### src/rtl/mux7_rr_scheduler_pkg.sv
// Shared definitions for the 7-way round-robin select scheduler:
// state encoding, sizes, the idle select code and the rotating index helper.
package mux7_rr_scheduler_pkg;

  localparam int N_INPUTS = 7;
  localparam int CNT_W    = 4;
  localparam logic [2:0] IDLE_SEL_DEFAULT = 3'b111;

  typedef enum logic {
    IDLE = 1'b0,
    HOLD = 1'b1
  } state_t;

  // Index reached by stepping k positions past base, wrapping modulo N_INPUTS.
  function automatic logic [2:0] rot_idx(input logic [2:0] base, input int k);
    int s;
    s = (int'(base) + k) % N_INPUTS;
    return 3'(s);
  endfunction

endpackage

### src/rtl/mux7_rr_scheduler_rr_pick7.sv
// Combinational rotating-priority picker: first set request after 'last',
// with 'last' itself scanned at the very end.
module rr_pick7
  import mux7_rr_scheduler_pkg::*;
(
  input  logic [6:0] req,
  input  logic [2:0] last,
  output logic [2:0] pick,
  output logic       found
);

  // Walk from the farthest position to the nearest so the nearest hit wins.
  always_comb begin
    pick  = 3'd0;
    found = 1'b0;
    for (int k = N_INPUTS; k >= 1; k--) begin
      if (req[rot_idx(last, k)]) begin
        pick  = rot_idx(last, k);
        found = 1'b1;
      end
    end
  end

endmodule

### src/rtl/mux7_rr_scheduler.sv
// Round-robin owner of a 7:1 one-bit select path: arbitrates requests,
// bounds each tenure with a dwell counter and registers the selected bit.
module mux7_rr_scheduler
  import mux7_rr_scheduler_pkg::*;
#(
  parameter int         DWELL    = 4,
  parameter logic [2:0] IDLE_SEL = IDLE_SEL_DEFAULT
) (
  input  logic       clk,
  input  logic       rst_n,
  input  logic       enable,
  input  logic [6:0] req,
  input  logic [6:0] data,
  output logic [2:0] mux_select,
  output logic [6:0] grant,
  output logic       busy,
  output logic       out,
  output logic       out_valid
);

  state_t           state_reg, state_next;
  logic [2:0]       mux_select_reg, mux_select_next;
  logic [6:0]       grant_reg, grant_next;
  logic             busy_reg, busy_next;
  logic [CNT_W-1:0] cnt_reg, cnt_next;
  logic [2:0]       last_reg, last_next;
  logic             out_reg, out_next;
  logic             out_valid_reg, out_valid_next;

  logic [2:0] pick_last;
  logic [2:0] pick;
  logic       found;
  logic       hold_continue;

  // A releasing holder becomes the new 'last' on the same edge it re-picks.
  assign pick_last = (state_reg == HOLD) ? mux_select_reg : last_reg;

  rr_pick7 u_pick (
    .req   (req),
    .last  (pick_last),
    .pick  (pick),
    .found (found)
  );

  assign hold_continue = (state_reg == HOLD) && enable &&
                         req[mux_select_reg] && (cnt_reg != '0);

  always_ff @(posedge clk or negedge rst_n) begin
    if (!rst_n) begin
      state_reg <= IDLE;
    end else begin
      state_reg <= state_next;
    end
  end

  always_comb begin
    state_next = IDLE;
    if (hold_continue || (enable && found)) begin
      state_next = HOLD;
    end
  end

  always_comb begin
    mux_select_next = IDLE_SEL;
    grant_next      = '0;
    busy_next       = 1'b0;
    cnt_next        = '0;
    last_next       = last_reg;
    if (hold_continue) begin
      mux_select_next = mux_select_reg;
      grant_next      = grant_reg;
      busy_next       = 1'b1;
      cnt_next        = cnt_reg - 1'b1;
    end else if (enable && found) begin
      mux_select_next = pick;
      grant_next      = 7'b1 << pick;
      busy_next       = 1'b1;
      cnt_next        = CNT_W'(DWELL - 1);
    end
    if ((state_reg == HOLD) && !hold_continue) begin
      last_next = mux_select_reg;
    end
    out_next       = busy_reg ? data[mux_select_reg] : out_reg;
    out_valid_next = busy_reg;
  end

  always_ff @(posedge clk or negedge rst_n) begin
    if (!rst_n) begin
      mux_select_reg <= IDLE_SEL;
      grant_reg      <= '0;
      busy_reg       <= 1'b0;
      cnt_reg        <= '0;
      last_reg       <= 3'd6;
      out_reg        <= 1'b0;
      out_valid_reg  <= 1'b0;
    end else begin
      mux_select_reg <= mux_select_next;
      grant_reg      <= grant_next;
      busy_reg       <= busy_next;
      cnt_reg        <= cnt_next;
      last_reg       <= last_next;
      out_reg        <= out_next;
      out_valid_reg  <= out_valid_next;
    end
  end

  assign mux_select = mux_select_reg;
  assign grant      = grant_reg;
  assign busy       = busy_reg;
  assign out        = out_reg;
  assign out_valid  = out_valid_reg;

endmodule

### config.mk
export PLATFORM = sky130hd
export DESIGN_NAME = mux7_rr_scheduler
export DESIGN_NICKNAME = d
export VERILOG_FILES = /design/src/rtl/mux7_rr_scheduler_pkg.sv /design/src/rtl/mux7_rr_scheduler_rr_pick7.sv /design/src/rtl/mux7_rr_scheduler.sv
export SDC_FILE = /design/constraint.sdc
export NUM_CORES = 1
export LEC_CHECK = 0
export BUFFER_PORTS_ARGS = -buffer_cell sky130_fd_sc_hd__buf_2
export CORE_UTILIZATION = 35
export DETAILED_ROUTE_END_ITERATION = 7
export GPL_ROUTABILITY_DRIVEN = 1
export PLACE_DENSITY = 0.54
export SYNTH_ARGS = -nofsm -noshare
export SYNTH_HDL_FRONTEND = slang
export SYNTH_SLANG_ARGS = --single-unit
### constraint.sdc
create_clock -name clk -period 7 [get_ports clk]
set_input_delay 0 -clock clk [delete_from_list [all_inputs] [get_ports clk]]
set_output_delay 0 -clock clk [all_outputs]
set_load 0.02 [all_outputs]
==> impl_metrics.ini, run 1 <==
[status]
status = finished clean

[setup_path]
cp-startpoint = busy$_DFF_PN0_
crit_fanout = 32
cp.required_ps = 7130
r2r-start = busy$_DFF_PN0_
crit_path_cell_trace = mux2i_4, buf_4, inv_2, ha_1, xnor2_2, ha_1, ha_1, nor2_1, mux2i_1, o311ai_0, and2_1, a211o_1, o21ai_2, nand2b_1, o41ai_2, nand2b_1, o21ai_0
arrival_ps = 5800
slowest_stage = dfrtp_1
reg2reg_depth = 17
endpoint = cnt_reg[1]$_DFF_PN0_
r2r_slack_ps = 1330
cp_common_cell = ha_1
path_class = flip-flop to flip-flop
end_kind = flip-flop
start_kind = flip-flop
reg2reg_to = cnt_reg[1]$_DFF_PN0_
cpPeakStageDelay_ps = 810

[final_layout]
syn_to_final_growth_pct = 7.879
layout_common_cells = nand2_1 (43), nor2_1 (34), buf_2 (29), o21ai_0 (27), mux2i_1 (26)
largest_reg_flops = 7
fill_cells = 976
num_antenna_cells = 0
seqCellArea_um2 = 506.7
mostFrequentLayoutCell = nand2_1
drive_gt1_share_pct = 15.40
final_nets = 500
multi_input_area_mm2 = 0.002749

[floorplan]
start_util_pct = 36.77
dieArea_mm2 = 0.01029
ios = 30
die_w_um = 101.5
rows = 35
core_mm2 = 0.009415
fp.dieH_um = 101.5

[global_route]
met2_usage_pct = 36.73
top_usage_layer = met2
grt_pass1_wl_mm = 17.81
grt_max_degree = 39
grt_pass1_vias = 3336
antenna_found_initial = 0
grtUsageMet1_pct = 30.51
track_usage_pct = 22.08
grt.overflow.total = 0
grt_util_met3_pct = 1.932

[min_path]
hp-start = enable
hp-class = primary input to flip-flop
min_path_cells = 3

[yosys]
ys.flop_type = dfrtp_1
yosys-mux-area-fraction_pct = 12.25
synth_top_family_by_area = compound AO/OA/AOI/OAI gates
yosysWarnings = 0
synth_fa_ha_area_share_pct = 7.589
ys_types = 82
synth_compound_area_share_pct = 32.31
synth_edf_count = 0
async_flop_share_pct = 100.0
synth_simple_gate_area_share_pct = 23.78
seq_area_frac_synth_pct = 14.64
avgSynthCellArea_um2 = 7.626
synthXorXnorAreaFrac_pct = 3.216
synth_seq_cells = 20
synthCells = 454
synth.net_count = 492
syn-cell-area_mm2 = 0.003462

[timing]
tightestPinTransition_ps = 919.5
setup_tns_ps = 0
hold_viol_final = 0
fin_crit_sh_pct = 81.04
setup_viol = 0
slew_headroom_pct = 37.92
period_minus_slack_ps = 5673
drv_slew = 0
max_freq_ghz = 0.1763
rsz0062_at_grt = false
skew_ps = 1.975

[job]
cap_violations = 0

[routing]
vias_per_cell = 6.112
drtAntennaViolNets = 0
firstDrtPassIters = 5
num_vias = 3606
drc = 0
first_iter_violations = 217
wl_mm = 10.93
wire_per_inst_um = 18.52

[clock_tree]
cts.sinks = 20
cts_tree = built
cts.htree.levels = 1
clk_latency_ps = 260
clk_path_buf_depth = 2
numCtsBuffers = 3
clkTransAtPathRegs_ps = 70
cts_setup_buffers = 0
cts_root_buf = clkbuf_8

[placement]
port-buffer-count = 29
dpl.hpwl_mm = 8.002
gp_congestion = 0.8701
-- layer usage --
metal  vias up  share of wire [%]
met3        17                3.6
met5         -                  0
met2        94                 46
met4         0                2.0
li1       1751                  -
met1      1744                 48
-- metrics by stage --
stage               utilization [%]  setup slack [ps]  hold slack [ps]  area, um2  cells
finish                        39.67              1327            55.94       3735    590
floorplan                         -              1625           -295.6       3462    454
global placement              38.98              1505           -34.67       3670    585
detailed placement            38.98              1398           -24.92       3670    585
CTS                           39.67              1357            64.12       3735    590
global route                  39.67             855.6            55.45       3735    590
-- kinds of logic (layout without fill, tap and decap cells) --
kind of cell / Yosys count / after routing
DFF: 20 / 20
buffers and inverters: 52 / 59
adders and majority gates: 21 / 21
xor gates and xnor gates: 11 / 11
AOI/OAI and AO/OA: 151 / 151
and+or+nand+nor: 163 / 163
muxes: 36 / 36
-- cell usage after synthesis, types with 3 or more instances --
cell type	n	area share [%]
a211o_1	6	1.5
a211oi_1	6	1.3
a21o_1	6	1.3
a21oi_1	24	3.5
a22oi_1	3	0.65
a311oi_1	3	0.76
a31oi_1	5	0.90
and2_1	5	0.90
and3_1	7	1.3
buf_1	3	0.33
buf_2	5	0.72
clkbuf_1	20	2.2
dfrtp_1	15	11
dfstp_2	5	3.8
ha_1	21	7.6
inv_1	16	1.7
inv_2	4	0.43
mux2_2	4	1.3
mux2i_1	26	7.5
mux4_2	3	2.0
nand2_1	43	4.7
nand2b_1	14	2.5
nand3_1	12	1.7
nand3b_1	3	0.65
nand4_1	7	1.3
nor2_1	34	3.7
nor2b_1	5	0.90
nor3_1	14	2.0
o211ai_1	8	1.7
o21a_1	4	0.87
o21ai_0	27	3.9
o221ai_1	6	1.5
o311a_1	3	0.87
o311ai_0	3	0.76
o31ai_1	4	0.87
o32ai_1	3	0.76
o41ai_1	6	1.5
or2_2	3	0.54
or3_1	3	0.54
or4_1	3	0.65
xnor2_1	7	1.8
-- how the worst min path moves through the flow --
stage | to | slack [ps]
final | busy$_DFF_PN0_ | 60
after global routing | busy$_DFF_PN0_ | 60
after CTS | busy$_DFF_PN0_ | 60
after detailed placement | cnt_reg[2]$_DFF_PN0_ | -20
after global placement | cnt_reg[2]$_DFF_PN0_ | -30
after floorplan | busy$_DFF_PN0_ | -300
-- area by class of cell --
| class | count | share of cell area, % |
|---|---|---|
| sequential | 20 | 13.57 |
| clock buffer | 4 | 1.474 |
| multi-input combinational | 382 | 73.60 |
| tap | 129 | 4.322 |
| inverter | 22 | 2.278 |
| timing repair buffer | 33 | 4.757 |
-- critical path, delay by kind of cell (launching register included) --
family	cells	cell delay, ps
compound gates	5	1530
simple gates	4	820
mux	2	640
flops	1	810
fa+ha+maj	3	920
buf+inv	2	480
xor+xnor	1	340
-- repair_timing --
action / CTS / global route
endpoints found under the hold margin: 15 / 0
resized for setup: 0 / 0
hold buffers: 1 / 0
Power of run 1 is left out: the tool's default activity adds up to more than one toggle a clock period on the data nets, which glitch-free logic cannot reach.
==> inputs of run 2 (changes only) <==
--- a/config.mk
+++ b/config.mk
@@ -9,7 +9,7 @@
 export CORE_UTILIZATION = 35
 export DETAILED_ROUTE_END_ITERATION = 7
 export GPL_ROUTABILITY_DRIVEN = 1
-export PLACE_DENSITY = 0.54
+export PLACE_DENSITY = 0.55
 export SYNTH_ARGS = -nofsm -noshare
 export SYNTH_HDL_FRONTEND = slang
 export SYNTH_SLANG_ARGS = --single-unit
==> constraint.sdc (replaced) <==
create_clock -name clk -period 5.17 [get_ports clk]
set_input_delay 0 -clock clk [delete_from_list [all_inputs] [get_ports clk]]
set_output_delay 0 -clock clk [all_outputs]
set_load 0.02 [all_outputs]
==> run 2 against run 1 <==
Global-route usage decreased by 0.59 points. Utilization increased by 1.3 points. Non-clock buffer count increased by 14.
==> impl_metrics.ini, run 2 (synthesis gave the netlist of run 1 again) <==
[final_layout]
syn_to_final_growth_pct = 11.46
largest_reg_flops = 7
drive_gt1_share_pct = 18.74
layout_common_cells = nand2_1 (43), nor2_1 (34), buf_2 (29), o21ai_0 (27), mux2i_1 (26)
mostFrequentLayoutCell = nand2_1
final_nets = 514
num_antenna_cells = 0

[placement]
dpl.hpwl_mm = 8.121
port-buffer-count = 29
pre_cts_ws_ps = 239.0
gp_congestion = 0.9683

[floorplan]
rows = 35
start_util_pct = 36.77
ios = 30
die_w_um = 101.5
dieArea_mm2 = 0.01029
fp.dieH_um = 101.5
core_mm2 = 0.009415

[timing]
skew_ps = 7.660
drv_slew = 0
setup_tns_ps = 0
tightestPinTransition_ps = 873.8
hold_viol_final = 0
period_minus_slack_ps = 4807
setup_viol = 0
slew_headroom_pct = 41.01
fin_crit_sh_pct = 92.97
max_freq_ghz = 0.2081
setup_ws_ps = 363.5
rsz0062_at_grt = false
holdWs_ps = 131.1

[setup_path]
r2r-start = busy$_DFF_PN0_
arrival_ps = 4950
reg2reg_depth = 15
r2r_slack_ps = 360
end_kind = flip-flop
reg2reg_to = grant[1]$_DFFE_PN0N_
crit_fanout = 12
start_kind = flip-flop
cp.required_ps = 5320
path_class = flip-flop to flip-flop

[clock_tree]
clkTransAtPathRegs_ps = 80
numCtsBuffers = 3
cts_tree = built
clk_latency_ps = 260
cts_root_buf = clkbuf_8
clk_path_buf_depth = 2
cts.sinks = 20
cts.htree.levels = 1

[routing]
first_iter_violations = 211
drc = 0
firstDrtPassIters = 5
wl_mm = 10.81
wire_per_inst_um = 17.90
drtAntennaViolNets = 0
num_vias = 3663
vias_per_cell = 6.065

[global_route]
antenna_found_initial = 0
grt_max_degree = 38
track_usage_pct = 21.49
grt_pass1_wl_mm = 17.54
grt.overflow.total = 0
grt_pass1_vias = 3435

[job]
cap_violations = 0

[min_path]
hp-start = enable
min_path_cells = 3
hp-class = primary input to flip-flop
min_to = mux_select[2]$_DFFE_PN1N_

[status]
status = finished clean
==> run 2: worst max-delay path by stage <==
stage,cells after the start,slack [ps],startpoint,to
6_report,15,360,busy$_DFF_PN0_,grant[1]$_DFFE_PN0N_
5_1_grt,17,30,mux_select[2]$_DFFE_PN1N_,grant[2]$_DFFE_PN0N_
4_1_cts,15,240,busy$_DFF_PN0_,grant[1]$_DFFE_PN0N_
3_5_place_dp,15,240,busy$_DFF_PN0_,grant[3]$_DFFE_PN0N_
3_3_place_gp,15,370,busy$_DFF_PN0_,grant[3]$_DFFE_PN0N_
2_1_floorplan,19,20,busy$_DFF_PN0_,grant[0]$_DFFE_PN0N_
==> run 2: what timing repair did <==
action	CTS	global route
hold buffers	1	0
setup endpoints to repair	0	10
setup buffers	0	0
gates resized for setup	0	4
hold endpoints to repair	15	0
==> run 2: metal layers <==
layer	track usage (%)	vias up	wire length (um)
met2	35.58	129	4974
met4	4.125	0	142
met1	30.62	1739	5216
li1	-	1780	-
met3	1.725	15	475
met5	0	-	0
==> run 2: worst max-delay path, stage by stage (launching register included) <==
cell,delay (ps)
dfrtp_2,520
mux2_4,410
inv_2,210
ha_1,260
inv_1,110
ha_1,240
a21o_1,200
a221oi_2,520
nor2_4,110
xnor2_1,260
mux4_2,590
a21o_1,250
nand4b_1,230
a21oi_1,230
o31ai_1,180
o41ai_1,370
==> run 2: final cells by class <==
class | count | area (um2)
Timing Repair Buffer | 47 | 282.8
Fill cell | 973 | 5557
Inverter | 22 | 86.33
Tap cell | 129 | 161.4
Multi-Input combinational cell | 382 | 2749
Clock inverter | 1 | 30.03
Sequential cell | 20 | 508.0
Clock buffer | 3 | 41.29
==> run 2: through the flow <==
stage	cells	instance area (um2)	utilization (%)
floorplan	454	3466	-
global placement	599	3767	40.01
detailed placement	599	3767	40.01
CTS	604	3849	40.88
global route	604	3859	40.98
finish	604	3859	40.98
Power of run 2 is left out for the same reason.
